## config.mk

```make
export PLATFORM = sky130hd
export DESIGN_NAME = mul_add_row_ctrl
export DESIGN_NICKNAME = d
export VERILOG_FILES = /design/src/rtl/mp_pkg.sv /design/src/rtl/MultiplyAdd.sv /design/src/rtl/mul_add_row_ctrl.sv
export SDC_FILE = /design/constraint.sdc
export NUM_CORES = 2
export LEC_CHECK = 0
export CAP_MARGIN = 30
export CORE_AREA = 2 2 292 294
export CTS_CLUSTER_SIZE = 30
export DETAILED_ROUTE_END_ITERATION = 10
export DIE_AREA = 0 0 294 296
export PLACE_DENSITY = 0.74
export SLEW_MARGIN = 20
export SYNTH_ARGS = -nofsm -noshare
export SYNTH_HDL_FRONTEND = slang
export SYNTH_SLANG_ARGS = --single-unit
export TNS_END_PERCENT = 50
```

## constraint.sdc

```tcl
create_clock -name clk -period 11.1 [get_ports clk]
set_clock_uncertainty 0.15 [all_clocks]
set_input_delay 2.22 -clock clk [delete_from_list [all_inputs] [get_ports clk]]
set_output_delay 2.22 -clock clk [all_outputs]
set_load 0.1 [all_outputs]
```

## src/rtl/mp_pkg.sv

```systemverilog
// Shared constants and FSM state type for the multi-precision row controller.
package mp_pkg;

  localparam int unsigned DATA_WIDTH = 32;
  localparam int unsigned ADDR_WIDTH = 5;
  localparam int unsigned TOTAL_ADDR = 1 << ADDR_WIDTH;

  typedef enum logic [1:0] {
    StIdle,
    StFill,
    StRun,
    StDone
  } state_e;

endpackage

```

## src/rtl/MultiplyAdd.sv

```systemverilog
// Word-level multiply-accumulate: {cout, s} = x * y + z + cin, exact in 2*Width bits.
module MultiplyAdd #(
  parameter int unsigned Width = 32
) (
  input  logic [Width-1:0] x_i,
  input  logic [Width-1:0] y_i,
  input  logic [Width-1:0] z_i,
  input  logic [Width-1:0] cin_i,
  output logic [Width-1:0] s_o,
  output logic [Width-1:0] cout_o
);

  logic [2*Width-1:0] prod;
  logic [2*Width-1:0] sum;

  // (2^W-1)^2 + 2*(2^W-1) = 2^(2W)-1, so the sum never overflows 2*Width bits.
  assign prod = {{Width{1'b0}}, x_i} * {{Width{1'b0}}, y_i};
  assign sum  = prod + {{Width{1'b0}}, z_i} + {{Width{1'b0}}, cin_i};

  assign s_o    = sum[Width-1:0];
  assign cout_o = sum[2*Width-1:Width];

endmodule

```

## src/rtl/mul_add_row_ctrl.sv

```systemverilog
// Row controller: streams R[i] = A[i]*b + C[i] + k_i through MultiplyAdd, one word per cycle,
// reading A and C from synchronous RAMs and writing R through a registered port.
module mul_add_row_ctrl #(
  parameter int unsigned DATA_WIDTH = mp_pkg::DATA_WIDTH,
  parameter int unsigned ADDR_WIDTH = mp_pkg::ADDR_WIDTH
) (
  input  logic                  clk,
  input  logic                  reset,
  input  logic                  start,
  input  logic [ADDR_WIDTH:0]   num_words,
  input  logic [DATA_WIDTH-1:0] b_word,
  input  logic [DATA_WIDTH-1:0] carry_in,
  output logic [ADDR_WIDTH-1:0] a_addr,
  output logic [ADDR_WIDTH-1:0] c_addr,
  input  logic [DATA_WIDTH-1:0] a_rdata,
  input  logic [DATA_WIDTH-1:0] c_rdata,
  output logic [ADDR_WIDTH-1:0] r_addr,
  output logic [DATA_WIDTH-1:0] r_wdata,
  output logic                  r_we,
  output logic [DATA_WIDTH-1:0] carry_out,
  output logic                  busy,
  output logic                  done
);

  localparam logic [ADDR_WIDTH:0]   MaxWords = (ADDR_WIDTH+1)'(1 << ADDR_WIDTH);
  localparam logic [ADDR_WIDTH:0]   WordOne  = (ADDR_WIDTH+1)'(1);
  localparam logic [ADDR_WIDTH-1:0] AddrOne  = ADDR_WIDTH'(1);

  mp_pkg::state_e        state_q;
  logic [ADDR_WIDTH:0]   n_q;
  logic [DATA_WIDTH-1:0] b_q;
  logic [DATA_WIDTH-1:0] carry_q;
  logic [ADDR_WIDTH-1:0] idx_q;
  logic [ADDR_WIDTH-1:0] addr_q;
  logic [ADDR_WIDTH-1:0] r_addr_q;
  logic [DATA_WIDTH-1:0] r_wdata_q;
  logic                  r_we_q;
  logic [DATA_WIDTH-1:0] carry_out_q;
  logic                  done_q;

  logic [ADDR_WIDTH:0]   n_sat;
  logic [ADDR_WIDTH:0]   last_word;
  logic                  last_idx;
  logic                  addr_at_end;
  logic [ADDR_WIDTH-1:0] addr_next;
  logic [DATA_WIDTH-1:0] mac_s;
  logic [DATA_WIDTH-1:0] mac_cout;

  MultiplyAdd #(
    .Width (DATA_WIDTH)
  ) u_mac (
    .x_i    (a_rdata),
    .y_i    (b_q),
    .z_i    (c_rdata),
    .cin_i  (carry_q),
    .s_o    (mac_s),
    .cout_o (mac_cout)
  );

  assign n_sat       = (num_words > MaxWords) ? MaxWords : num_words;
  assign last_word   = n_q - WordOne;
  assign last_idx    = ({1'b0, idx_q} == last_word);
  // Hold the read address on the last word so nothing beyond n-1 is fetched.
  assign addr_at_end = ({1'b0, addr_q} == last_word);
  assign addr_next   = addr_at_end ? addr_q : addr_q + AddrOne;

  always_ff @(posedge clk or posedge reset) begin
    if (reset) begin
      state_q     <= mp_pkg::StIdle;
      n_q         <= '0;
      b_q         <= '0;
      carry_q     <= '0;
      idx_q       <= '0;
      addr_q      <= '0;
      r_addr_q    <= '0;
      r_wdata_q   <= '0;
      r_we_q      <= 1'b0;
      carry_out_q <= '0;
      done_q      <= 1'b0;
    end else begin
      case (state_q)
        mp_pkg::StIdle: begin
          done_q <= 1'b0;
          r_we_q <= 1'b0;
          if (start) begin
            n_q     <= n_sat;
            b_q     <= b_word;
            carry_q <= carry_in;
            idx_q   <= '0;
            addr_q  <= '0;
            if (n_sat == '0) begin
              // Empty row completes without leaving IDLE, so busy never rises.
              done_q      <= 1'b1;
              carry_out_q <= carry_in;
            end else begin
              state_q <= mp_pkg::StFill;
            end
          end
        end
        mp_pkg::StFill: begin
          addr_q  <= addr_next;
          idx_q   <= '0;
          state_q <= mp_pkg::StRun;
        end
        mp_pkg::StRun: begin
          r_wdata_q <= mac_s;
          r_addr_q  <= idx_q;
          r_we_q    <= 1'b1;
          carry_q   <= mac_cout;
          if (last_idx) begin
            state_q     <= mp_pkg::StDone;
            done_q      <= 1'b1;
            carry_out_q <= mac_cout;
          end else begin
            idx_q  <= idx_q + AddrOne;
            addr_q <= addr_next;
          end
        end
        mp_pkg::StDone: begin
          done_q  <= 1'b0;
          r_we_q  <= 1'b0;
          state_q <= mp_pkg::StIdle;
        end
        default: begin
          state_q <= mp_pkg::StIdle;
        end
      endcase
    end
  end

  assign a_addr    = addr_q;
  assign c_addr    = addr_q;
  assign r_addr    = r_addr_q;
  assign r_wdata   = r_wdata_q;
  assign r_we      = r_we_q;
  assign carry_out = carry_out_q;
  assign done      = done_q;
  assign busy      = (state_q != mp_pkg::StIdle);

endmodule
```

==> impl_summary.txt <==
----------------------------------------------------
[Run status]
  Run status ... complete, no violations

[GRT]
  Maximum number of pins on one net before global-route repair ... 87
  Vias in the first global route ... 34170
  Antenna violations before repair ... 4
  Residual overflow from global routing ... 0
  Global router's overall resource usage ... 28.24%
  Wire length of the first global-routing pass ... 188.5 mm

[Clock tree]
  CTS tree ... built
  Clk sink count ... 153
  Postcts setup bufs ... 0
  Number of buffers inserted by hold repair at cts ... 0
  Buffer levels on the longest clock path ... 2
  Clock-pin slew of the registers on the worst-case setup and hold paths ... 0.07 ns
  Post-CTS Resized ... 0
  Skew-Pair Late Insertion Delay ... 0.52 ns
  Total clock buffers created by CTS ... 17
  Clock root cell ... sky130_fd_sc_hd__clkbuf_16
  Maximum level of the CTS H-tree ... 4

[Layout]
  Utilization after layout ... 55.06%
  Final Non-Filler Cells ... 5744
  Area added between synthesis and finish ... 11.13%
  Net count of the finished layout ... 6018
  Final design area excluding fillers ... 46360 sq um
  Fraction of layout instances using a drive strength above 1 ... 5.569%

[Logic synthesis]
  Synthesized netlist net count ... 5916
  Synthesized area per cell ... 9.197 sq um
  Dominant cells by area after synthesis ... sky130_fd_sc_hd__fa_1, sky130_fd_sc_hd__inv_1, sky130_fd_sc_hd__dfrtp_1
  Largest area contributor in the synthesized netlist ... sky130_fd_sc_hd__fa_1
  Sequential share of the synthesized area ... 9.177%
  Fraction of registers with async set or reset after synthesis ... 100.0%
  Count of unique library cells instantiated by Yosys ... 79
  Post-synth EDFFs ... 0
  Number of synthesized register bits ... 153
  Yosys Warn Count ... 0
  Summed instance area of the synthesized netlist ... 41720 sq um
  Top-area cell type share of the netlist area ... 46.02%
  Top_reg_cell synth ... sky130_fd_sc_hd__dfrtp_1
  Synthesized instance count ... 4536

[Floorplan]
  Initial standard-cell utilization of the core ... 49.54%
  Placeable core area ... 84210 sq um
  Area of the die ... 87020 sq um
  Die span in y ... 296 microns
  Ports ... 219
  Rows ... 107
  Die X ... 294 microns

[STA]
  Unrepaired setup endpoints after global routing ... false
  Shortest clock period the worst path allows after layout ... 10.41 ns
  Highest attainable clock frequency ... 0.09610 GHz
  Setup Total Neg Slack ... 0 ns
  Actual slew at the worst max-slew pin ... 1.049 ns
  Portion of the clock cycle consumed by the worst path in the final layout ... 93.75%
  Final setup violation count ... 0
  Hold Violations, Final ... 0
  Count of final max-slew check failures ... 0
  Max transition margin ... 29.82%

[Power and ir drop]
  Switching power ... 0.0005688 W
  Power density over cell area ... 34.21 nW/um^2
  Static Leak ... 23.18 nW
  P_int ... 0.001017 W
  Part of the total power dissipated in sequential elements ... 36.1%
  Clock group share of total power ... 40.5%
  Sum of internal, switching and leakage power ... 0.001586 W
  Switching Share ... 35.86%
  Worst vdd ir ... 0.1224 mV
  Share of power burned in combinational logic ... 23.5%

[Routing]
  First drt pass iteration count ... 5
  Initial DRC Count ... 2261
  Vias per Instance ... 5.417
  Final antenna-violating net count ... 0
  Post-detailed-routing wire length ... 116.3 mm
  Post-route DRC violation count ... 0
  Routed len/inst ... 20.25 microns
  Vias ... 31120

[Setup path]
  Worst setup SP type ... input port
  WP data required ... 11.31 ns
  Critical path peak fanout ... 18
  Data arrival time of the worst path ... 10.62 ns
  Critical Path Sink Type ... flip-flop
  Critical path start-end classification ... in -> reg

[Placed design]
  Number of placed instances with taps included ... 5709
  Placement Cell Area ... 45750 sq um
  I/O Buffers ... 218
  Detail Placement HPWL ... 95.84 mm
  Routability congestion estimate ... 0.9435

[Worst hold path]
  Type of the worst min-delay path ... reg -> reg

[Job]
  Number of maximum-capacitance violations ... 0

----------------------------------------------------
[path summary, 6_finish.rpt]
| kind | endpoint | depth (start not counted) | slack [ns] | from |
|---|---|---|---|---|
| max in group asynchronous | carry_out[25] | 4 | 7.49 | reset |
| min | carry_out[0] | 2 | 0.33 | carry_out[0] |
| max | carry_q[23] | 24 | 0.69 | a_rdata[20] |
| min in group asynchronous | b_q[3] | 2 | 2.10 | reset |
| min reg2reg | carry_out[0] | 2 | 0.33 | carry_out[0] |
| max reg2reg | carry_q[23] | 24 | 2.44 | b_q[2] |
[power groups by stage]
stage / clock network (W) / logic, W / registers (W)
6_report: 0.000642 / 0.000372 / 0.000572
3_5_place_dp: 0 / 0.000368 / 0.000583
3_3_place_gp: 0 / 0.000344 / 0.000583
4_1_cts: 0.000653 / 0.000370 / 0.000572
2_1_floorplan: 0 / 0.000116 / 0.000649
5_1_grt: 0.000674 / 0.000392 / 0.000573
[kinds of logic (layout without fill, tap and decap cells)]
| family | Yosys count | in the layout | share of synthesized area (%) |
|---|---|---|---|
| other | 0 | 3 | 0 |
| muxes | 78 | 78 | 2.072 |
| adders and majority gates | 1243 | 1243 | 54.54 |
| DFF | 153 | 153 | 9.177 |
| buffers and inverters | 1315 | 1430 | 11.99 |
| AOI/OAI and AO/OA | 332 | 332 | 5.245 |
| xor gates and xnor gates | 71 | 71 | 1.491 |
| and+or+nand+nor | 1344 | 1344 | 15.48 |
[cell usage in the layout (no fill, tap or decap), types with 6 or more instances in the layout]
cell type and instances:
sky130_fd_sc_hd__xnor2_1 46, sky130_fd_sc_hd__a31oi_1 24, sky130_fd_sc_hd__nand3_1 24, sky130_fd_sc_hd__a211oi_1 7, sky130_fd_sc_hd__clkbuf_16 17, sky130_fd_sc_hd__a21o_1 33
sky130_fd_sc_hd__and2_1 445, sky130_fd_sc_hd__nand2_1 696, sky130_fd_sc_hd__inv_1 1057, sky130_fd_sc_hd__mux2i_1 11, sky130_fd_sc_hd__nor2_1 87, sky130_fd_sc_hd__buf_12 8
sky130_fd_sc_hd__nand4_1 21, sky130_fd_sc_hd__o221ai_1 11, sky130_fd_sc_hd__o21bai_1 13, sky130_fd_sc_hd__and3_1 7, sky130_fd_sc_hd__dfrtp_1 152, sky130_fd_sc_hd__a21oi_1 96
sky130_fd_sc_hd__o21ai_1 8, sky130_fd_sc_hd__nor3_1 14, sky130_fd_sc_hd__o21a_1 8, sky130_fd_sc_hd__nand2b_1 11, sky130_fd_sc_hd__xor2_1 25, sky130_fd_sc_hd__clkdlybuf4s50_1 218
sky130_fd_sc_hd__or3_1 6, sky130_fd_sc_hd__and4_1 6, sky130_fd_sc_hd__fa_1 959, sky130_fd_sc_hd__buf_4 89, sky130_fd_sc_hd__buf_16 23, sky130_fd_sc_hd__ha_1 283
sky130_fd_sc_hd__mux2_2 67, sky130_fd_sc_hd__o21ai_0 73
[cell usage after synthesis (7+ instances only)]
master	count
sky130_fd_sc_hd__fa_1	959
sky130_fd_sc_hd__o21a_1	8
sky130_fd_sc_hd__nor2_1	87
sky130_fd_sc_hd__a31oi_1	24
sky130_fd_sc_hd__a211oi_1	7
sky130_fd_sc_hd__clkbuf_1	225
sky130_fd_sc_hd__o21bai_1	13
sky130_fd_sc_hd__nand2_1	697
sky130_fd_sc_hd__inv_1	1058
sky130_fd_sc_hd__and2_1	445
sky130_fd_sc_hd__o21ai_0	73
sky130_fd_sc_hd__o21ai_1	9
sky130_fd_sc_hd__o221ai_1	11
sky130_fd_sc_hd__xor2_1	25
sky130_fd_sc_hd__buf_2	17
sky130_fd_sc_hd__nor3_1	14
sky130_fd_sc_hd__mux2i_1	11
sky130_fd_sc_hd__ha_1	284
sky130_fd_sc_hd__nand2b_1	11
sky130_fd_sc_hd__and3_1	7
sky130_fd_sc_hd__a21oi_1	96
sky130_fd_sc_hd__dfrtp_1	153
sky130_fd_sc_hd__nand4_1	21
sky130_fd_sc_hd__mux2_2	67
sky130_fd_sc_hd__nand3_1	24
sky130_fd_sc_hd__a21o_1	33
sky130_fd_sc_hd__xnor2_1	46
[sequential cells by signal, summed over array words and instances, names as in the netlist]
register / count
a_addr: 5
b_q: 32
carry_out: 32
carry_q: 32
done: 1
idx_q: 5
n_q: 6
r_addr: 5
r_wdata: 32
r_we: 1
state_q: 2
[per-layer routing]
layer / track usage (%) / share of wire, % / vias up
li1: - / - / 13510
met1: 37.65 / 41 / 16140
met2: 46.90 / 48 / 1249
met3: 4.152 / 7.2 / 224
met4: 10.71 / 3.8 / 0
met5: 0 / 0 / -
[worst max-delay path: stages]
cell                              delay [ns]
sky130_fd_sc_hd__clkdlybuf4s50_1        0.89
sky130_fd_sc_hd__and2_1                 0.44
sky130_fd_sc_hd__fa_1                   0.55
sky130_fd_sc_hd__inv_1                  0.05
sky130_fd_sc_hd__fa_1                   0.49
sky130_fd_sc_hd__fa_1                   0.45
sky130_fd_sc_hd__fa_1                   0.54
sky130_fd_sc_hd__inv_1                  0.05
sky130_fd_sc_hd__fa_1                   0.50
sky130_fd_sc_hd__fa_1                   0.54
sky130_fd_sc_hd__fa_1                   0.50
sky130_fd_sc_hd__inv_1                  0.05
sky130_fd_sc_hd__fa_1                   0.50
sky130_fd_sc_hd__inv_1                  0.05
sky130_fd_sc_hd__ha_1                   0.47
sky130_fd_sc_hd__nand4_2                0.19
sky130_fd_sc_hd__nor3_1                 0.42
sky130_fd_sc_hd__nand3_1                0.16
sky130_fd_sc_hd__o21ai_2                0.36
sky130_fd_sc_hd__a21oi_4                0.18
sky130_fd_sc_hd__o41ai_2                0.42
sky130_fd_sc_hd__xor2_1                 0.11
sky130_fd_sc_hd__mux2i_1                0.35
sky130_fd_sc_hd__a21oi_1                0.12
[through the flow]
| stage | setup WS [ns] | hold slack, ns |
|---|---|---|
| 2_1_floorplan | 2.017 | 0.2998 |
| 3_3_place_gp | 0.3658 | 0.3151 |
| 3_5_place_dp | 0.3633 | 0.3196 |
| 4_1_cts | 0.8542 | 0.3362 |
| 5_1_grt | 0.4964 | 0.3676 |
| 6_report | 0.6940 | 0.3337 |
[cell type report]
type                       count  area [sq um]
multi-input combinational   3068         32910
antenna                        3         7.507
fill                        7370         37850
timing repair buffer         339          3659
inverter                    1059          3980
tap                         1090          1364
clock buffer                  17         425.4
clock inverter                15         183.9
sequential                   153          3830
Note: power is estimated with default switching activity, not from simulation.
